==> src/rtl/uart_receiver.sv <==
// UART receive path: 8N1 idle-high frames recovered from an oversampling baud tick.
// Presents each byte with data-available, framing-error and overrun flags.
module uart_receiver #(
    parameter int DATA_W     = 8,
    parameter int OVERSAMPLE = 16
) (
    input  logic              clk,
    input  logic              rst,
    input  logic              baud_enable,
    input  logic              rxd,
    input  logic              r_ack,
    output logic [DATA_W-1:0] rx_data,
    output logic              rda,
    output logic              ferr,
    output logic              oerr
);

    localparam int TW = (OVERSAMPLE > 1) ? $clog2(OVERSAMPLE) : 1;
    localparam int BW = (DATA_W > 1) ? $clog2(DATA_W) : 1;

    localparam logic [TW-1:0] HALF_M1  = TW'(OVERSAMPLE / 2 - 1);
    localparam logic [TW-1:0] FULL_M1  = TW'(OVERSAMPLE - 1);
    localparam logic [BW-1:0] LAST_BIT = BW'(DATA_W - 1);

    typedef enum logic [1:0] {
        IDLE,
        START,
        DATA,
        STOP
    } state_t;

    state_t            state, state_n;
    logic              sync1, rxs, rxs_d;
    logic [TW-1:0]     tick, tick_n;
    logic [BW-1:0]     bitc, bitc_n;
    logic [DATA_W-1:0] shreg, shreg_n;
    logic              done;

    always_ff @(posedge clk or negedge rst) begin
        if (!rst) begin
            sync1 <= 1'b1;
            rxs   <= 1'b1;
            rxs_d <= 1'b1;
            state <= IDLE;
            tick  <= '0;
            bitc  <= '0;
            shreg <= '0;
        end else begin
            sync1 <= rxd;
            rxs   <= sync1;
            rxs_d <= rxs;
            state <= state_n;
            tick  <= tick_n;
            bitc  <= bitc_n;
            shreg <= shreg_n;
        end
    end

    always_comb begin
        state_n = state;
        tick_n  = tick;
        bitc_n  = bitc;
        shreg_n = shreg;
        done    = 1'b0;
        case (state)
            IDLE: begin
                tick_n = '0;
                bitc_n = '0;
                // A held-low line after a break needs a fresh 1->0 edge to re-arm.
                if (rxs_d && !rxs) state_n = START;
            end
            START: begin
                if (baud_enable) begin
                    if (tick == HALF_M1) begin
                        tick_n  = '0;
                        state_n = rxs ? IDLE : DATA;
                    end else begin
                        tick_n = tick + 1'b1;
                    end
                end
            end
            DATA: begin
                if (baud_enable) begin
                    if (tick == FULL_M1) begin
                        tick_n  = '0;
                        shreg_n = {rxs, shreg[DATA_W-1:1]};
                        if (bitc == LAST_BIT) begin
                            bitc_n  = '0;
                            state_n = STOP;
                        end else begin
                            bitc_n = bitc + 1'b1;
                        end
                    end else begin
                        tick_n = tick + 1'b1;
                    end
                end
            end
            STOP: begin
                if (baud_enable) begin
                    if (tick == FULL_M1) begin
                        tick_n  = '0;
                        done    = 1'b1;
                        state_n = IDLE;
                    end else begin
                        tick_n = tick + 1'b1;
                    end
                end
            end
            default: state_n = IDLE;
        endcase
    end

    // Frame completion takes priority over a coincident r_ack.
    always_ff @(posedge clk or negedge rst) begin
        if (!rst) begin
            rx_data <= '0;
            rda     <= 1'b0;
            ferr    <= 1'b0;
            oerr    <= 1'b0;
        end else if (done) begin
            rx_data <= shreg;
            rda     <= 1'b1;
            ferr    <= ~rxs;
            oerr    <= rda & ~r_ack;
        end else if (r_ack) begin
            rda  <= 1'b0;
            ferr <= 1'b0;
            oerr <= 1'b0;
        end
    end

endmodule

==> config.mk <==
export PLATFORM = sky130hd
export DESIGN_NAME = uart_receiver
export DESIGN_NICKNAME = d
export VERILOG_FILES = /design/src/rtl/uart_receiver.sv
export SDC_FILE = /design/constraint.sdc
export NUM_CORES = 1
export LEC_CHECK = 0
export CORE_ASPECT_RATIO = 0.6
export CORE_MARGIN = 5
export CORE_UTILIZATION = 55
export CTS_BUF_LIST = sky130_fd_sc_hd__clkbuf_4
export CTS_CLUSTER_SIZE = 16
export DETAILED_ROUTE_END_ITERATION = 16
export PLACE_DENSITY_LB_ADDON = 0.05
export SYNTH_ARGS = -nofsm -noshare
export SYNTH_HDL_FRONTEND = slang
export SYNTH_SLANG_ARGS = --single-unit
==> constraint.sdc <==
create_clock -name clk -period 3.1 [get_ports clk]
set_input_delay 0.31 -clock clk [delete_from_list [all_inputs] [get_ports clk]]
set_output_delay 0.31 -clock clk [all_outputs]
set_load 0.01 [all_outputs]
==> results of run 1 <==
metal layers:
| layer | up-vias | GRT usage [%] | part of all wire (%) | wire, um |
|---|---|---|---|---|
| met1 | 464 | 22.1 | 54 | 1360 |
| met4 | 0 | 7.10 | 2.0 | 50 |
| met2 | 28 | 19.9 | 39 | 982 |
| met5 | - | 0 | 0 | 0 |
| met3 | 7 | 4.91 | 5.1 | 128 |
| li1 | 447 | - | - | - |
cell type report:
cell class                      instances  area [um^2]
Sequential cell                        31          779
Tap cell                               32         40.0
Fill cell                             185          882
Clock inverter                          2         7.51
Inverter                                2         7.51
Clock buffer                            6         45.0
Multi-Input combinational cell         75          586
Timing Repair Buffer                   16          158
registers in the layout (all words and copies together) (netlist names), named ones only:
name,flops
oerr,1
rxs_d,1
state,1
sync1,1
shreg,8
rda,1
bitc,3
ferr,1
tick,4
rx_data,8
rxs,1
power by group through the flow:
stage | clock (mW) | combinational (mW) | sequential (mW)
6_report | 0.222 | 0.132 | 0.518
5_1_grt | 0.250 | 0.152 | 0.531
4_1_cts | 0.233 | 0.132 | 0.517
3_5_place_dp | 0 | 0.132 | 0.524
3_3_place_gp | 0 | 0.127 | 0.520
2_1_floorplan | 0 | 0.157 | 0.467
through the flow:
stage / instance area (um^2) / setup slack [ns] / hold WS [ns] / util [%]
final: 1620 / 1.26 / 0.359 / 64.8
after global routing: 1620 / 1.11 / 0.366 / 64.8
after CTS: 1620 / 1.28 / 0.356 / 64.8
after detailed placement: 1570 / 1.07 / 0.348 / 62.7
after global placement: 1570 / 1.08 / 0.346 / 62.7
after floorplan: 1440 / 1.39 / 0.0144 / -
cells in the final DEF (no fill, tap or decap), types with 3 or more instances in the layout:
| cell type | synthesis | layout |
|---|---|---|
| a21oi_1 | 6 | 6 |
| clkbuf_4 | 0 | 6 |
| clkdlybuf4s50_1 | 0 | 15 |
| dfrtp_1 | 28 | 28 |
| dfstp_2 | 3 | 3 |
| ha_1 | 3 | 3 |
| mux2_2 | 8 | 8 |
| mux2_4 | 8 | 8 |
| nand2_1 | 7 | 7 |
| nand3_1 | 8 | 8 |
| nand3b_1 | 3 | 3 |
| nand4_1 | 4 | 4 |
| nor2_1 | 6 | 6 |
| o21ai_0 | 4 | 4 |
cell families after synthesis:
kind of cell | count (synthesis) | share of synthesized area [%]
simple gates | 40 | 16.5
flops | 31 | 54.3
mux | 17 | 15.3
compound gates | 14 | 5.75
buf+inv | 11 | 4.88
fa+ha+maj | 3 | 2.62
xor+xnor | 1 | 0.610
path summary, 6_finish.rpt:
path                          from  endpoint  depth (start not counted)
min                            rst   tick[3]                          2
max in group asynchronous      rst       rxs                          2
max reg2reg                tick[0]  shreg[3]                          4
max                        tick[0]  shreg[3]                          4
min in group clk             sync1       rxs                          0
min reg2reg                  sync1       rxs                          0
==> results.ini, run 1 <==
[synthesis]
avgSynthCellArea_um2 = 12.3
yosysTopAreaCellShare_pct = 48.8
syn_inst = 117
yosys_warnings = 0
synth_area_leader_cell = dfrtp_1
ys_ff_latch = 31
synth_ff_type = dfrtp_1
seq_area_frac_synth_pct = 54.3
synthTopCellsByCount = 28 x dfrtp_1, 8 x mux2_2, 8 x mux2_4, 8 x nand3_1, 7 x nand2_1
synth_fp_nets = 125
syn-cell-area_um2 = 1440
synthDistinctLibCells = 33
synthTopCellsByArea = dfrtp_1 49%, mux2_4 8.4%, mux2_2 6.3%, dfstp_2 5.5%, nand3_1 2.8%
async_reset_ff_share_pct = 100
yosysMostFrequentCell = dfrtp_1
synth-edff-count = 0

[sta]
skew_ns = 0.0131
max_freq_ghz = 0.544
hold_violations = 0
finalCritPeriodShare_pct = 59.3
min_period_ns = 1.84
grt_setup_unrepaired = no
setup_viol = 0
fin_setup_tns_ns = 0
maxSlewViolCount = 0
slew_headroom_pct = 63.7
worst_pin_slew_ns = 0.545

[pwr]
switching_power_uw = 278
ir_drop_mv = 0.399
clkPwrFrac_pct = 25.5
internal_power_uw = 594
cellLeakagePower_nw = 0.748
powerDensity_nw_per_um2 = 538
pwr-share-seq_pct = 59.4
power.total_uw = 872
combPwrFrac_pct = 15.1
p_sw_share_pct = 31.9

[critical_path]
crit_path_cell_trace = ha_1, and4_4, and3_4, mux2_4
path_delay_family = simple AND/OR/NAND/NOR gates
path_buf_inv = 0
cp.required_ns = 3.31
r2r_slack_ns = 1.26
cp-start-kind = register
critPathMaxFanout = 9
critPathKind = reg -> reg
slowest_delay_ns = 0.42
cp-end-kind = register
worst-endpoint-arrival_ns = 2.05
cpMaxStageDelayCell = dfrtp_1

[route]
wl_um = 2520
vias_per_cell = 5.77
first_iter_violations = 60
ant_nets = 0
drc_errors = 0
drt-pass1-iter-count = 4
wl_per_cell_um = 15.4
vias = 946

[cts]
cts-resized-gates = 0
path_clk_slew_ns = 0.09
ctsHoldBuffers = 0
cts_tree = built
cts_buffer_depth = 2
cts_root_buffer = clkbuf_4
cts_setup_buffers = 0
cts-buffers-inserted = 5
cts.htree.levels = 2
cts.sinks = 31
clock_latency_ns = 0.33

[flow_run]
maxCapViolations = 0

[floorplanning]
die-width_um = 75.9
fp.dieArea_um2 = 3760
fp-row-count = 14
die_y_um = 49.6
ioPinCount = 16
coreArea_um2 = 2500
start_util_pct = 57.3

[placement]
dp_hpwl_um = 1730
dp_cells = 156
portBuffers = 15
finalWeightedCongestion = 0.774

[worst_hold_path]
hp-class = in -> async

[global_route]
antenna_found_initial = 0
grt_max_degree = 32
grt_pass1_vias = 945
grt_use_total_pct = 15.1
grt_pass1_wl_um = 4510
grt_overflow = 0

[layout]
drive_gt1_share_pct = 22.7
area.growth.synth_to_final_pct = 13.1
fin_nets = 139
fin_cells = 164
num_antenna_cells = 0

[outcome]
run_status = finished clean

No activity file was read; power rests on OpenSTA's default activity.
==> run 2: changes to the inputs <==
--- a/config.mk
+++ b/config.mk
@@ -7,7 +7,7 @@
 export LEC_CHECK = 0
 export CORE_ASPECT_RATIO = 0.6
 export CORE_MARGIN = 5
-export CORE_UTILIZATION = 55
+export CORE_UTILIZATION = 52
 export CTS_BUF_LIST = sky130_fd_sc_hd__clkbuf_4
 export CTS_CLUSTER_SIZE = 16
 export DETAILED_ROUTE_END_ITERATION = 16
==> constraint.sdc (replaced) <==
create_clock -name clk -period 1.51 [get_ports clk]
set_input_delay 0.151 -clock clk [delete_from_list [all_inputs] [get_ports clk]]
set_output_delay 0.151 -clock clk [all_outputs]
set_load 0.01 [all_outputs]
==> run 2 against run 1 <==
The flow now finishes with violations (negative setup slack); via count is 6.0% higher; register-to-register slack worse by 1.3 ns; first-iteration DRC count is 17% higher; cell count is 8.5% higher; combinational power grew to 3.9 times the previous value; sequential power is 88% higher; core utilization is 3.9 points higher; global-route usage is 2.0 points higher; critical endpoint is now shreg[5]; highest routed layer unchanged.
==> results.ini, run 2 (synthesized netlist as in run 1, its figures left out) <==
[critical_path]
cp-end-kind = register  ; unchanged
r2r_end = shreg[5]  ; was shreg[3]
critPathKind = reg -> reg  ; unchanged
r2r_slack_ns = -0.04  ; was 1.26 ns
worst-endpoint-arrival_ns = 1.77  ; was 2.05 ns
cp.required_ns = 1.73  ; was 3.31 ns
reg2regPathDepth = 4  ; unchanged
critPathMaxFanout = 8  ; was 9
cp-start-kind = register  ; unchanged
r2r_start = tick[0]  ; unchanged

[sta]
grt_setup_unrepaired = yes  ; was no
setup_viol = 8  ; was 0
finalCritPeriodShare_pct = 103  ; was 59.3%
min_period_ns = 1.55  ; was 1.84 ns
fin_setup_tns_ns = -0.310  ; was 0 ns
hold_violations = 0  ; unchanged
maxSlewViolCount = 0  ; unchanged
slew_headroom_pct = 74.9  ; was 63.7%
worst_pin_slew_ns = 0.375  ; was 0.545 ns
fin_ws_ns = -0.0445  ; was 1.26 ns
skew_ns = 0.0118  ; was 0.0131 ns
max_freq_ghz = 0.643  ; was 0.544 GHz

[floorplanning]
die-width_um = 77.8  ; was 75.9 um
coreArea_um2 = 2570  ; was 2500 um^2
fp-row-count = 14  ; unchanged
ioPinCount = 16  ; unchanged
start_util_pct = 55.7  ; was 57.3%
die_y_um = 50.7  ; was 49.6 um
fp.dieArea_um2 = 3950  ; was 3760 um^2

[global_route]
grt_use_total_pct = 17.1  ; was 15.1%
grt_overflow = 0  ; unchanged
antenna_found_initial = 0  ; unchanged
grt_max_degree = 25  ; was 32
grt_pass1_vias = 1003  ; was 945
grt_pass1_wl_um = 5110  ; was 4510 um

[placement]
dp_hpwl_um = 2110  ; was 1730 um
pre_cts_slack_ns = -0.165  ; was 1.07 ns
dp_cells = 167  ; was 156
finalWeightedCongestion = 0.804  ; was 0.774
portBuffers = 15  ; unchanged
dpl_cell_area_um2 = 1670  ; was 1570 um^2

[cts]
cts_tree = built  ; unchanged
clock_latency_ns = 0.33  ; about the same
cts_root_buffer = clkbuf_4  ; unchanged
path_clk_slew_ns = 0.11  ; was 0.09 ns
cts-resized-gates = 0  ; unchanged
cts.htree.levels = 2  ; unchanged
cts-buffers-inserted = 5  ; unchanged
cts_buffer_depth = 2  ; unchanged
cts.sinks = 31  ; unchanged

[layout]
fin_nets = 153  ; was 139
area.growth.synth_to_final_pct = 23.3  ; was 13.1%
num_antenna_cells = 0  ; unchanged
drive_gt1_share_pct = 32.2  ; was 22.7%
design_area_um2 = 1770  ; was 1620 um^2
reg_top3 = rx_data (8), shreg (8), tick (4)  ; unchanged
layout_commonest_cell = dfrtp_1  ; unchanged
fillers = 180  ; was 185
fin_cells = 178  ; was 164
final_cell_mix = 28 x dfrtp_1, 15 x clkdlybuf4s50_1, 14 x buf_4  ; was 28 x dfrtp_1, 15 x clkdlybuf4s50_1, 8 x mux2_4, 8 x nand3_1, 8 x mux2_2

[route]
wl_um = 2940  ; was 2520 um
wl_per_cell_um = 16.5  ; was 15.4 um
first_iter_violations = 70  ; was 60
vias = 1003  ; was 946
vias_per_cell = 5.63  ; was 5.77
drc_errors = 0  ; unchanged
ant_nets = 0  ; unchanged
drt-pass1-iter-count = 4  ; unchanged

[outcome]
run_status = finished with violations  ; was finished clean
failed_checks = negative setup slack

[worst_hold_path]
hp-class = in -> async  ; unchanged

[pwr]
ir_drop_mv = 0.752  ; was 0.399 mV
powerDensity_nw_per_um2 = 1200  ; was 538 nW/um^2
power.total_mw = 2.12  ; was 872 uW
cellLeakagePower_nw = 0.832  ; was 0.748 nW

[flow_run]
maxCapViolations = 0  ; unchanged

-- run 2: layout make-up --
class / instances / area [um^2] / share of cell area [%]
clock buffer: 5 / 37.5 / 2.12
clock inverter: 3 / 38.8 / 2.19
inverter: 2 / 7.51 / 0.424
multi-input combinational: 75 / 591 / 33.4
sequential: 31 / 779 / 44.1
tap: 32 / 40.0 / 2.26
timing repair buffer: 30 / 275 / 15.6
-- run 2: how the worst max path moves through the flow --
| stage | from | endpoint |
|---|---|---|
| 2_1_floorplan | tick[0] | shreg[0] |
| 3_3_place_gp | baud_enable | shreg[3] |
| 3_5_place_dp | baud_enable | shreg[1] |
| 4_1_cts | tick[0] | shreg[3] |
| 5_1_grt | tick[0] | shreg[3] |
| 6_report | tick[0] | shreg[5] |
-- run 2: report_power, final --
part	internal [mW]	switching, mW	total, mW	leakage (nW)
clock network	0.340	0.292	0.632	0.0426
logic	0.243	0.268	0.511	0.378
registers	0.902	0.0711	0.973	0.412
total	1.48	0.631	2.12	0.832
-- run 2: per-stage QoR --
step	hold slack [ns]	utilization, %
global placement	0.347	64.9
global route	0.0984	68.7
finish	0.0988	68.7
floorplan	-0.145	-
detailed placement	0.348	64.9
CTS	0.0958	68.4
-- run 2: routing by layer --
metal  GRT usage, %  part of all wire (%)
met5              0                     0
met2           25.6                    44
met4           6.00                   1.3
met3           5.54                   4.6
met1           23.4                    50
-- run 2: what timing repair did --
item / 4_1_cts / 5_1_grt
pin swaps: 2 / 1
setup buffers: 2 / 1
hold buffers: 0 / 0
setup endpoints to repair: 13 / 13
-- run 2: worst max-delay path, stage by stage, from the launching register on --
cell	delay, ns
dfrtp_1	0.41
ha_2	0.21
and4_4	0.22
and3_4	0.29
mux2_4	0.31
